<file path="config.mk">
export PLATFORM = sky130hd
export DESIGN_NAME = linear_weight_dot_accumulator
export DESIGN_NICKNAME = d
export VERILOG_FILES = /design/src/rtl/linear_weight_dot_accumulator.sv
export SDC_FILE = /design/constraint.sdc
export NUM_CORES = 2
export LEC_CHECK = 0
export CORE_UTILIZATION = 55
export CTS_CLUSTER_SIZE = 28
export DETAILED_ROUTE_END_ITERATION = 7
export PLACE_DENSITY = 0.82
export SYNTH_ARGS = -nofsm -noshare
export SYNTH_HDL_FRONTEND = slang
export SYNTH_SLANG_ARGS = --single-unit
</file>
<file path="constraint.sdc">
create_clock -name clk -period 14.5 [get_ports clk]
set_input_delay 2.9 -clock clk [delete_from_list [all_inputs] [get_ports clk]]
set_output_delay 2.9 -clock clk [all_outputs]
set_load 0.02 [all_outputs]
</file>
<file path="src/rtl/linear_weight_dot_accumulator.sv">
// linear_weight_dot_accumulator
//
// Purpose:
//   Joins an activation stream and a weight stream (PARALLELISM lanes each),
//   multiplies them lane-wise, sums the lane products and accumulates that
//   sum over IN_DEPTH beats.
//   One signed fixed-point dot product is emitted per IN_DEPTH beats over a
//   valid/ready handshake.
//   The binary point of data_out sits at DATA_IN_PRECISION_1 + WEIGHT_PRECISION_1.
//   No realignment is applied.
//
// Build option:
//   ACC_SATURATE_EN  defined   -> the result is clamped to the signed
//                                 OUT_PRECISION range.
//                    undefined -> the result keeps the low OUT_PRECISION bits
//                                 (two's-complement wrap).
//
// Ports:
//   clk            in   clock
//   rst            in   synchronous active-high reset
//   data_in        in   activation lanes, signed, unpacked [PARALLELISM]
//   data_in_valid  in   activations valid
//   data_in_ready  out  activations accepted (only when weights also valid)
//   weight         in   weight lanes, signed, unpacked [PARALLELISM]
//   weight_valid   in   weights valid
//   weight_ready   out  weight source advance (only when activations also valid)
//   data_out       out  signed dot-product result, OUT_PRECISION bits
//   data_out_valid out  result valid, held until data_out_ready
//   data_out_ready in   downstream accepts the result

module linear_weight_dot_accumulator #(
  parameter int DATA_IN_PRECISION_0 = 16,
  parameter int DATA_IN_PRECISION_1 = 3,
  parameter int WEIGHT_PRECISION_0  = 16,
  parameter int WEIGHT_PRECISION_1  = 3,
  parameter int PARALLELISM         = 4,
  parameter int IN_DEPTH            = 8,
  parameter int ACC_WIDTH           = DATA_IN_PRECISION_0 + WEIGHT_PRECISION_0 +
                                      $clog2(PARALLELISM) + $clog2(IN_DEPTH),
  parameter int OUT_PRECISION       = 32
) (
  input  logic                           clk,
  input  logic                           rst,
  input  logic [DATA_IN_PRECISION_0-1:0] data_in [PARALLELISM],
  input  logic                           data_in_valid,
  output logic                           data_in_ready,
  input  logic [WEIGHT_PRECISION_0-1:0]  weight [PARALLELISM],
  input  logic                           weight_valid,
  output logic                           weight_ready,
  output logic [OUT_PRECISION-1:0]       data_out,
  output logic                           data_out_valid,
  input  logic                           data_out_ready
);

  localparam int PROD_W = DATA_IN_PRECISION_0 + WEIGHT_PRECISION_0;
  localparam int CNT_W  = (IN_DEPTH > 1) ? $clog2(IN_DEPTH) : 1;

  localparam logic [0:0] ST_ACCUM = 1'b0;
  localparam logic [0:0] ST_EMIT  = 1'b1;

  localparam logic [CNT_W-1:0] LAST_BEAT = CNT_W'(IN_DEPTH - 1);

  // Parameter sanity checks, resolved at elaboration.
  if (IN_DEPTH < 1) begin : g_bad_depth
    $error("IN_DEPTH must be >= 1");
  end
  if (OUT_PRECISION > ACC_WIDTH) begin : g_bad_out_width
    $error("OUT_PRECISION must not exceed ACC_WIDTH");
  end
  if (DATA_IN_PRECISION_1 < 0 || WEIGHT_PRECISION_1 < 0) begin : g_bad_frac
    $error("fractional bit counts must be non-negative");
  end

  // ---------------------------------------------------------------------------
  // Lane multipliers and lane-sum adder
  // ---------------------------------------------------------------------------
  logic signed [PROD_W-1:0]    prod     [PARALLELISM];
  logic signed [ACC_WIDTH-1:0] prod_ext [PARALLELISM];
  logic signed [ACC_WIDTH-1:0] lane_sum;

  for (genvar gi = 0; gi < PARALLELISM; gi++) begin : g_lane
    logic signed [DATA_IN_PRECISION_0-1:0] act_s;
    logic signed [WEIGHT_PRECISION_0-1:0]  wgt_s;

    assign act_s = data_in[gi];
    assign wgt_s = weight[gi];
    // Sized casts of signed operands sign-extend, so the product is exact.
    assign prod[gi]     = PROD_W'(act_s) * PROD_W'(wgt_s);
    assign prod_ext[gi] = ACC_WIDTH'(prod[gi]);
  end

  always_comb begin
    lane_sum = '0;
    for (int i = 0; i < PARALLELISM; i++) begin
      lane_sum = lane_sum + prod_ext[i];
    end
  end

  // ---------------------------------------------------------------------------
  // Result conversion to the output width
  // ---------------------------------------------------------------------------
  function automatic logic [OUT_PRECISION-1:0] convert(input logic [ACC_WIDTH-1:0] a);
`ifdef ACC_SATURATE_EN
    logic [ACC_WIDTH-OUT_PRECISION:0] hi;
    // The value fits exactly when all bits from the output sign bit upward agree.
    hi = a[ACC_WIDTH-1:OUT_PRECISION-1];
    if ((&hi) || !(|hi)) begin
      return a[OUT_PRECISION-1:0];
    end else if (a[ACC_WIDTH-1]) begin
      return {1'b1, {(OUT_PRECISION-1){1'b0}}};
    end else begin
      return {1'b0, {(OUT_PRECISION-1){1'b1}}};
    end
`else
    return a[OUT_PRECISION-1:0];
`endif
  endfunction

  // ---------------------------------------------------------------------------
  // Control and state
  // ---------------------------------------------------------------------------
  logic [0:0]                 state_q, state_d;
  logic [CNT_W-1:0]           beat_cnt_q, beat_cnt_d;
  logic signed [ACC_WIDTH-1:0] acc_q, acc_d;
  logic [OUT_PRECISION-1:0]   data_out_q, data_out_d;
  logic                       data_out_valid_q, data_out_valid_d;

  logic                        in_accum;
  logic                        fire;
  logic signed [ACC_WIDTH-1:0] acc_base;
  logic signed [ACC_WIDTH-1:0] acc_sum;

  assign in_accum = (state_q == ST_ACCUM);

  // Join: each ready looks only at the other stream's valid, so neither
  // stream is consumed without its partner.
  assign data_in_ready = !rst && in_accum && weight_valid;
  assign weight_ready  = !rst && in_accum && data_in_valid;
  assign fire          = in_accum && data_in_valid && weight_valid;

  // Beat 0 starts a fresh accumulation.
  // This avoids a separate clear cycle after a result.
  assign acc_base = (beat_cnt_q == '0) ? '0 : acc_q;
  assign acc_sum  = acc_base + lane_sum;

  always_comb begin
    state_d          = state_q;
    beat_cnt_d       = beat_cnt_q;
    acc_d            = acc_q;
    data_out_d       = data_out_q;
    data_out_valid_d = data_out_valid_q;

    case (state_q)
      ST_ACCUM: begin
        if (fire) begin
          acc_d = acc_sum;
          if (beat_cnt_q == LAST_BEAT) begin
            beat_cnt_d       = '0;
            data_out_d       = convert(acc_sum);
            data_out_valid_d = 1'b1;
            state_d          = ST_EMIT;
          end else begin
            beat_cnt_d = beat_cnt_q + 1'b1;
          end
        end
      end
      ST_EMIT: begin
        if (data_out_ready) begin
          data_out_valid_d = 1'b0;
          state_d          = ST_ACCUM;
        end
      end
      default: state_d = ST_ACCUM;
    endcase
  end

  always_ff @(posedge clk) begin
    if (rst) begin
      state_q          <= ST_ACCUM;
      beat_cnt_q       <= '0;
      acc_q            <= '0;
      data_out_q       <= '0;
      data_out_valid_q <= 1'b0;
    end else begin
      state_q          <= state_d;
      beat_cnt_q       <= beat_cnt_d;
      acc_q            <= acc_d;
      data_out_q       <= data_out_d;
      data_out_valid_q <= data_out_valid_d;
    end
  end

  assign data_out       = data_out_q;
  assign data_out_valid = data_out_valid_q;

endmodule

</file>
==> Word-level counts from Yosys, hierarchy flattened <==
Index checks and enable logic that the tools add are counted.
{ "classes": {"n_bitwise": 1, "div": 0, "n_lt_le_gt_ge": 0, "add_sub_neg": 5, "mux": 10, "multipliers": 4, "eq_ne": 4, "n_reduce_logical": 10, "n_shift": 0} }
{ "ops": {"columns": ["operator", "count"], "rows": [
  ["16-bit by 16-bit multiplier with 32-bit output", 4],
  ["37-bit by 35-bit adder with 37-bit output", 1],
  ["37-bit two-way mux", 1],
  ["34-bit by 32-bit adder with 35-bit output", 1],
  ["33-bit by 32-bit adder with 34-bit output", 1],
  ["32-bit by 32-bit adder with 33-bit output", 1],
  ["1-bit two-way mux", 6],
  ["3-bit AND reduction", 2],
  ["1-bit logical AND", 5],
  ["2-bit by 1-bit inequality test with 1-bit output (second input constant)", 2],
  ["1-bit one-hot mux with 2 select lines", 2],
  ["3-bit by 1-bit adder with 3-bit output (second input constant)", 1],
  ["3-bit == test (second input constant)", 1],
  ["3-bit zero test", 1],
  ["3-bit two-way mux", 1],
  ["2-bit inequality test (second input constant)", 1],
  ["2-bit AND reduction", 1],
  ["1-bit zero test", 1],
  ["1-bit NOT", 1]
]} }
{ "totals": {"register_bits": 74, "romBits": 0, "memories": 0, "ram_bits": 0, "out_inout_bits": 35, "word_cells": 39, "latchBits": 0} }

==> Depth between registers and ports, before layout <==
{ "logic_depth": {"depth_word": 5, "ltp_mapped": 32, "ltp_nobuf": 30} }

==> Worst setup path before layout <==
OpenSTA, ideal clock, no wires.
{ "synth_path": {"path_kind": "input-to-reg", "start": "input weight[17] (netlist bit)", "end": "register acc_q[28]", "required_time_ns": 14.426, "stages": 27, "path_slack_ns": 3.463, "setup_time_ns": 0.074, "t_arrival_ns": 10.963, "cell_sequence": "and2_1 inv_1 fa_1 inv_1 fa_1 fa_1 inv_1 fa_1 inv_1 fa_1 fa_1 fa_1 fa_1 fa_1 inv_1 fa_1 inv_1 ha_1 buf_6 a21o_1 a21o_1 a21o_1 a31o_1 a221o_1 a31oi_4 mux2_4 a31oi_1"} }
{ "synth_between": {"elab_chain_cells": 4} }
{ "synth_rtl": {"columns": ["element", "line_no", "source"], "rows": [
  ["start: declaration", "47", "input logic [WEIGHT_PRECISION_0-1:0] weight [PARALLELISM],"],
  ["16-bit by 16-bit multiplier with 32-bit output", "88", "assign prod[gi] = PROD_W'(act_s) * PROD_W'(wgt_s);"],
  ["33-bit by 32-bit adder with 34-bit output", "95", "lane_sum = lane_sum + prod_ext[i];"],
  ["34-bit by 32-bit adder with 35-bit output", "95", null],
  ["37-bit by 35-bit adder with 37-bit output", "144", "assign acc_sum = acc_base + lane_sum;"],
  ["end signal: assignment", "181", "acc_q <= '0;"],
  ["end signal: assignment", "187", "acc_q <= acc_d;"],
  ["end: declaration", "124", "logic signed [ACC_WIDTH-1:0] acc_q, acc_d;"]
]} }
Every way passes these cells.
A chain may end at the register's enable or synchronous reset.

==> Worst setup path after layout <==
{ "layout_path": {"start": "input weight[17] (netlist bit)", "end": "register data_out_q[28], in the netlist data_out[28]"} }
{ "layout_between": {"elab_chain_cells": 4} }
{ "layout_rtl": {"columns": ["element", "line_no", "source"], "rows": [
  ["16-bit by 16-bit multiplier with 32-bit output", "88", null],
  ["33-bit by 32-bit adder with 34-bit output", "95", null],
  ["34-bit by 32-bit adder with 35-bit output", "95", null],
  ["37-bit by 35-bit adder with 37-bit output", "144", null],
  ["end signal: assignment", "188", "data_out_q <= data_out_d;"],
  ["end: declaration", "125", "logic [OUT_PRECISION-1:0] data_out_q, data_out_d;"]
]} }
Every way passes these cells.

==> out/summary.md <==
The run finished with clean final reports. The minimum clock period was 12.38 ns. The kind of cell with the highest combined delay along the critical path is adder cells. Core area: 77,980 um2. For the synthesized net count, the log shows 6,266. The longest clock path from root to sink contains 2 buffers. In the routed design, unresolved DRC markers number 0.

In the synthesized netlist the dominant register cell turns out to be dfxtp_1. Initial core utilization: 55.89%. Summed over all nets, the half-perimeter wirelength after detailed placement is 97,110 um.

Final cell utilization of the core: 59.61%. The width of the die is 283.5 um. The clock net in this run drives a total of 69 sinks.

The routed length per instance came out at 18.64 um. The maximum achievable frequency came out at 0.08077 GHz. The die covers 80,380 um2. The number of enable-type register cells in the synthesized netlist is 0. Cell type of the slowest stage on the worst timing path: clkdlybuf4s50_1. Setup violations remaining at the end of the flow were counted as 0. The nature of the critical path startpoint was an input port. Measured along the y axis, the die boundary spans 283.5 um.

During synthesis, Yosys emitted a total of 0 warnings. The logs give 6,311 for the post-layout net count and 29,800 for the total number of vias. For the H-tree level count, the log shows 3.

The number of gates resized after CTS was 0. The maximum fanout count along the critical path was 16; the clock-pin slew on the worst setup and hold paths was 0.05 ns. The first global-routing pass estimated 177,000 um of wire. Of the available clock period, the critical path in the final layout requires 85.39%. The number of max-cap violations is 0, and the number of rows in the core area is 102. The worst pin sits at a relative slew slack of 36.81%.

The routed design has 106,100 um of wire. Synthesis produced 4,592 cells. Setup repair after global routing left no endpoint under its margin. The share of final-layout standard cells stronger than drive strength 1 is 0.9694%. The logs give 168 for the top-level port count and 0 for the global route total overflow. The logs give 0 for the number of setup buffers added after CTS and 0.9170 for the weighted congestion reported at the end of routability-driven placement.

Global routing used 28.07% of the available tracks. The logs give 0 for the final-report max-slew violation count and 12.64 ns for the signal arrival time at the worst endpoint. The proportion of synthesized flip-flops having asynchronous set or reset was 0%. CTS placed an instance of clkbuf_16 at the clock tree root. Sequential elements use 3.169% of the synthesized area.

In this run the worst hold path is classified as flop to flop. Data on the critical path is required at its endpoint by 14.76 ns. The pre-antenna-repair detailed-routing pass consisted of 7 iterations.

In this design, the stage delay of the slowest critical-path cell is 0.88 ns. After detailed routing, the number of vias per cell comes to 5.237. Summing every instance area after synthesis gives 43,580 um2. In this run, post-CTS hold repair placed 0 buffers. Counting cells, the worst reg-to-reg path comes to 27. In this run, distinct cell masters in the synthesized netlist total 57. For the pin with the worst max-slew slack, the measured transition is 0.9448 ns. For the final clock skew, the log shows 0.005864 ns. The worst-skew pair later-pin latency was 0.34 ns; the initial antenna violation count was 19.

Along the worst hold path, the cell count comes to 2. Number of antenna-violating nets in the routed design: 0. The critical path is of the input port to flop type. After the first detailed-routing iteration, the DRC count stood at 2,058. In this run the mean area of a mapped cell was 9.491 um2. The total stage count of the critical path was 27; the number of fillers in the final layout was 6,345. By area the synthesized netlist is led by fa_1 (57%), inv_1 (12%), ha_1 (8.4%), and2_1 (7.7%), nand2_1 (4.7%). Input and output buffers added on the ports amount to 167. The number of hold violations in the final report was 0; the TritonCTS buffer count was 9. The area growth from synthesis to layout is 6.640%. The tools report the sort of element at the end of the critical path as a flop. The largest net degree at the start of global routing came out at 55.

The number of global-route vias before repair is 33,270, and the combined buffer and inverter count along the critical path is 7. TritonCTS built the clock tree. After synthesis the netlist holds a flip-flop and latch count of 69. The accumulated negative setup slack was 0 ns; the portion of synthesized cell area occupied by the leading cell type was 57.42%. In this design, the critical path's most frequently occurring cell is fa_1. The synthesized design spends more area on one cell type than any other, namely fa_1.
-- placed cells by master (no fill, tap or decap), drive strengths merged, types with 21 or more instances in the layout --
master | Yosys | final
fa | 1250 | 1250
inv | 1387 | 1387
nand2b | 31 | 31
ha | 291 | 291
nand2 | 548 | 548
clkdlybuf4s50 | 0 | 166
a21oi | 57 | 57
nor2 | 62 | 62
and2 | 538 | 538
o21ai | 21 | 21
xnor2 | 65 | 65
dfxtp | 69 | 69
-- tightest hold or removal path: stages, from the launching register on --
cell     delay (ns)
dfxtp_1        0.30
nand2_1        0.05
a21oi_1        0.05
-- flip-flops by register name (all words and copies together) (netlist names) --
name and count:
beat_cnt_q 3, acc_q 32, state_q 1, data_out_valid 1
data_out 32
-- cell type report --
type	count	area [um2]	area share, %
Antenna cell	8	20.02	0.04307
Clock buffer	10	239.0	0.5142
Clock inverter	6	110.1	0.2369
Inverter	1389	5214	11.22
Multi-Input combinational cell	2984	36420	78.36
Sequential cell	69	1381	2.972
Tap cell	1040	1301	2.800
Timing Repair Buffer	184	1794	3.860
-- path summary, 6_finish.rpt --
check / startpoint / to / slack [ns]
max: weight[17] / data_out[28] / 2.12
min: acc_q[13] / acc_q[13] / 0.45
max reg2reg: beat_cnt_q[0] / data_out[28] / 6.37
min reg2reg: acc_q[13] / acc_q[13] / 0.45
-- synthesized netlist by cell type (2+ instances only) --
cell / number
a22o_1: 11
a221o_1: 3
fa_1: 1250
o21ai_0: 21
o21a_1: 4
inv_1: 1387
nor3b_1: 3
o41ai_1: 2
dfxtp_1: 69
a21oi_1: 56
clkinv_1: 2
a21o_1: 10
xnor2_1: 65
nor3_1: 4
a21boi_0: 3
nor2b_1: 3
a31oi_1: 8
nand4_1: 2
o21bai_1: 4
a211oi_1: 12
clkbuf_1: 146
nand3_1: 11
nand2b_1: 31
nor2_1: 62
xor2_1: 14
nand2_1: 548
and3_1: 2
buf_1: 3
and2_1: 538
ha_1: 291
-- routing by layer --
metal / GRT usage, % / vias up / share of wire, %
met4: 5.243 / 26 / 1.9
met2: 45.83 / 1229 / 47
met5: 0 / - / 0.14
met1: 38.93 / 15400 / 41
li1: - / 12900 / -
met3: 6.238 / 242 / 9.6
-- stage by stage --
step                      cells  setup slack (ns)  hold WS, ns  area, um2
final                      5690             2.119       0.4480      46480
after global routing       5682             1.652       0.4668      46460
after CTS                  5682             2.149       0.4505      46460
after detailed placement   5666             1.806       0.4422      46110
after global placement     5666             1.957       0.4382      46110
after floorplan            4592             3.463       0.4317      43580
-- cell families (layout without fill, tap and decap cells) --
logic type,count (synthesis),count (layout),share of synthesized area (%)
adder cells (fa/ha/maj),1541,1541,65.77
buffers and inverters,1539,1589,13.27
AND/OR/NAND/NOR,1213,1213,13.90
AO/OA/AOI/OAI,148,148,2.219
XOR/XNOR,79,79,1.588
flip-flops,69,69,3.169
multiplexers,3,3,0.08324
other,0,8,0
Power is not shown: default switching activity piles up to over one toggle a cycle in this logic, so the estimate is an artifact.
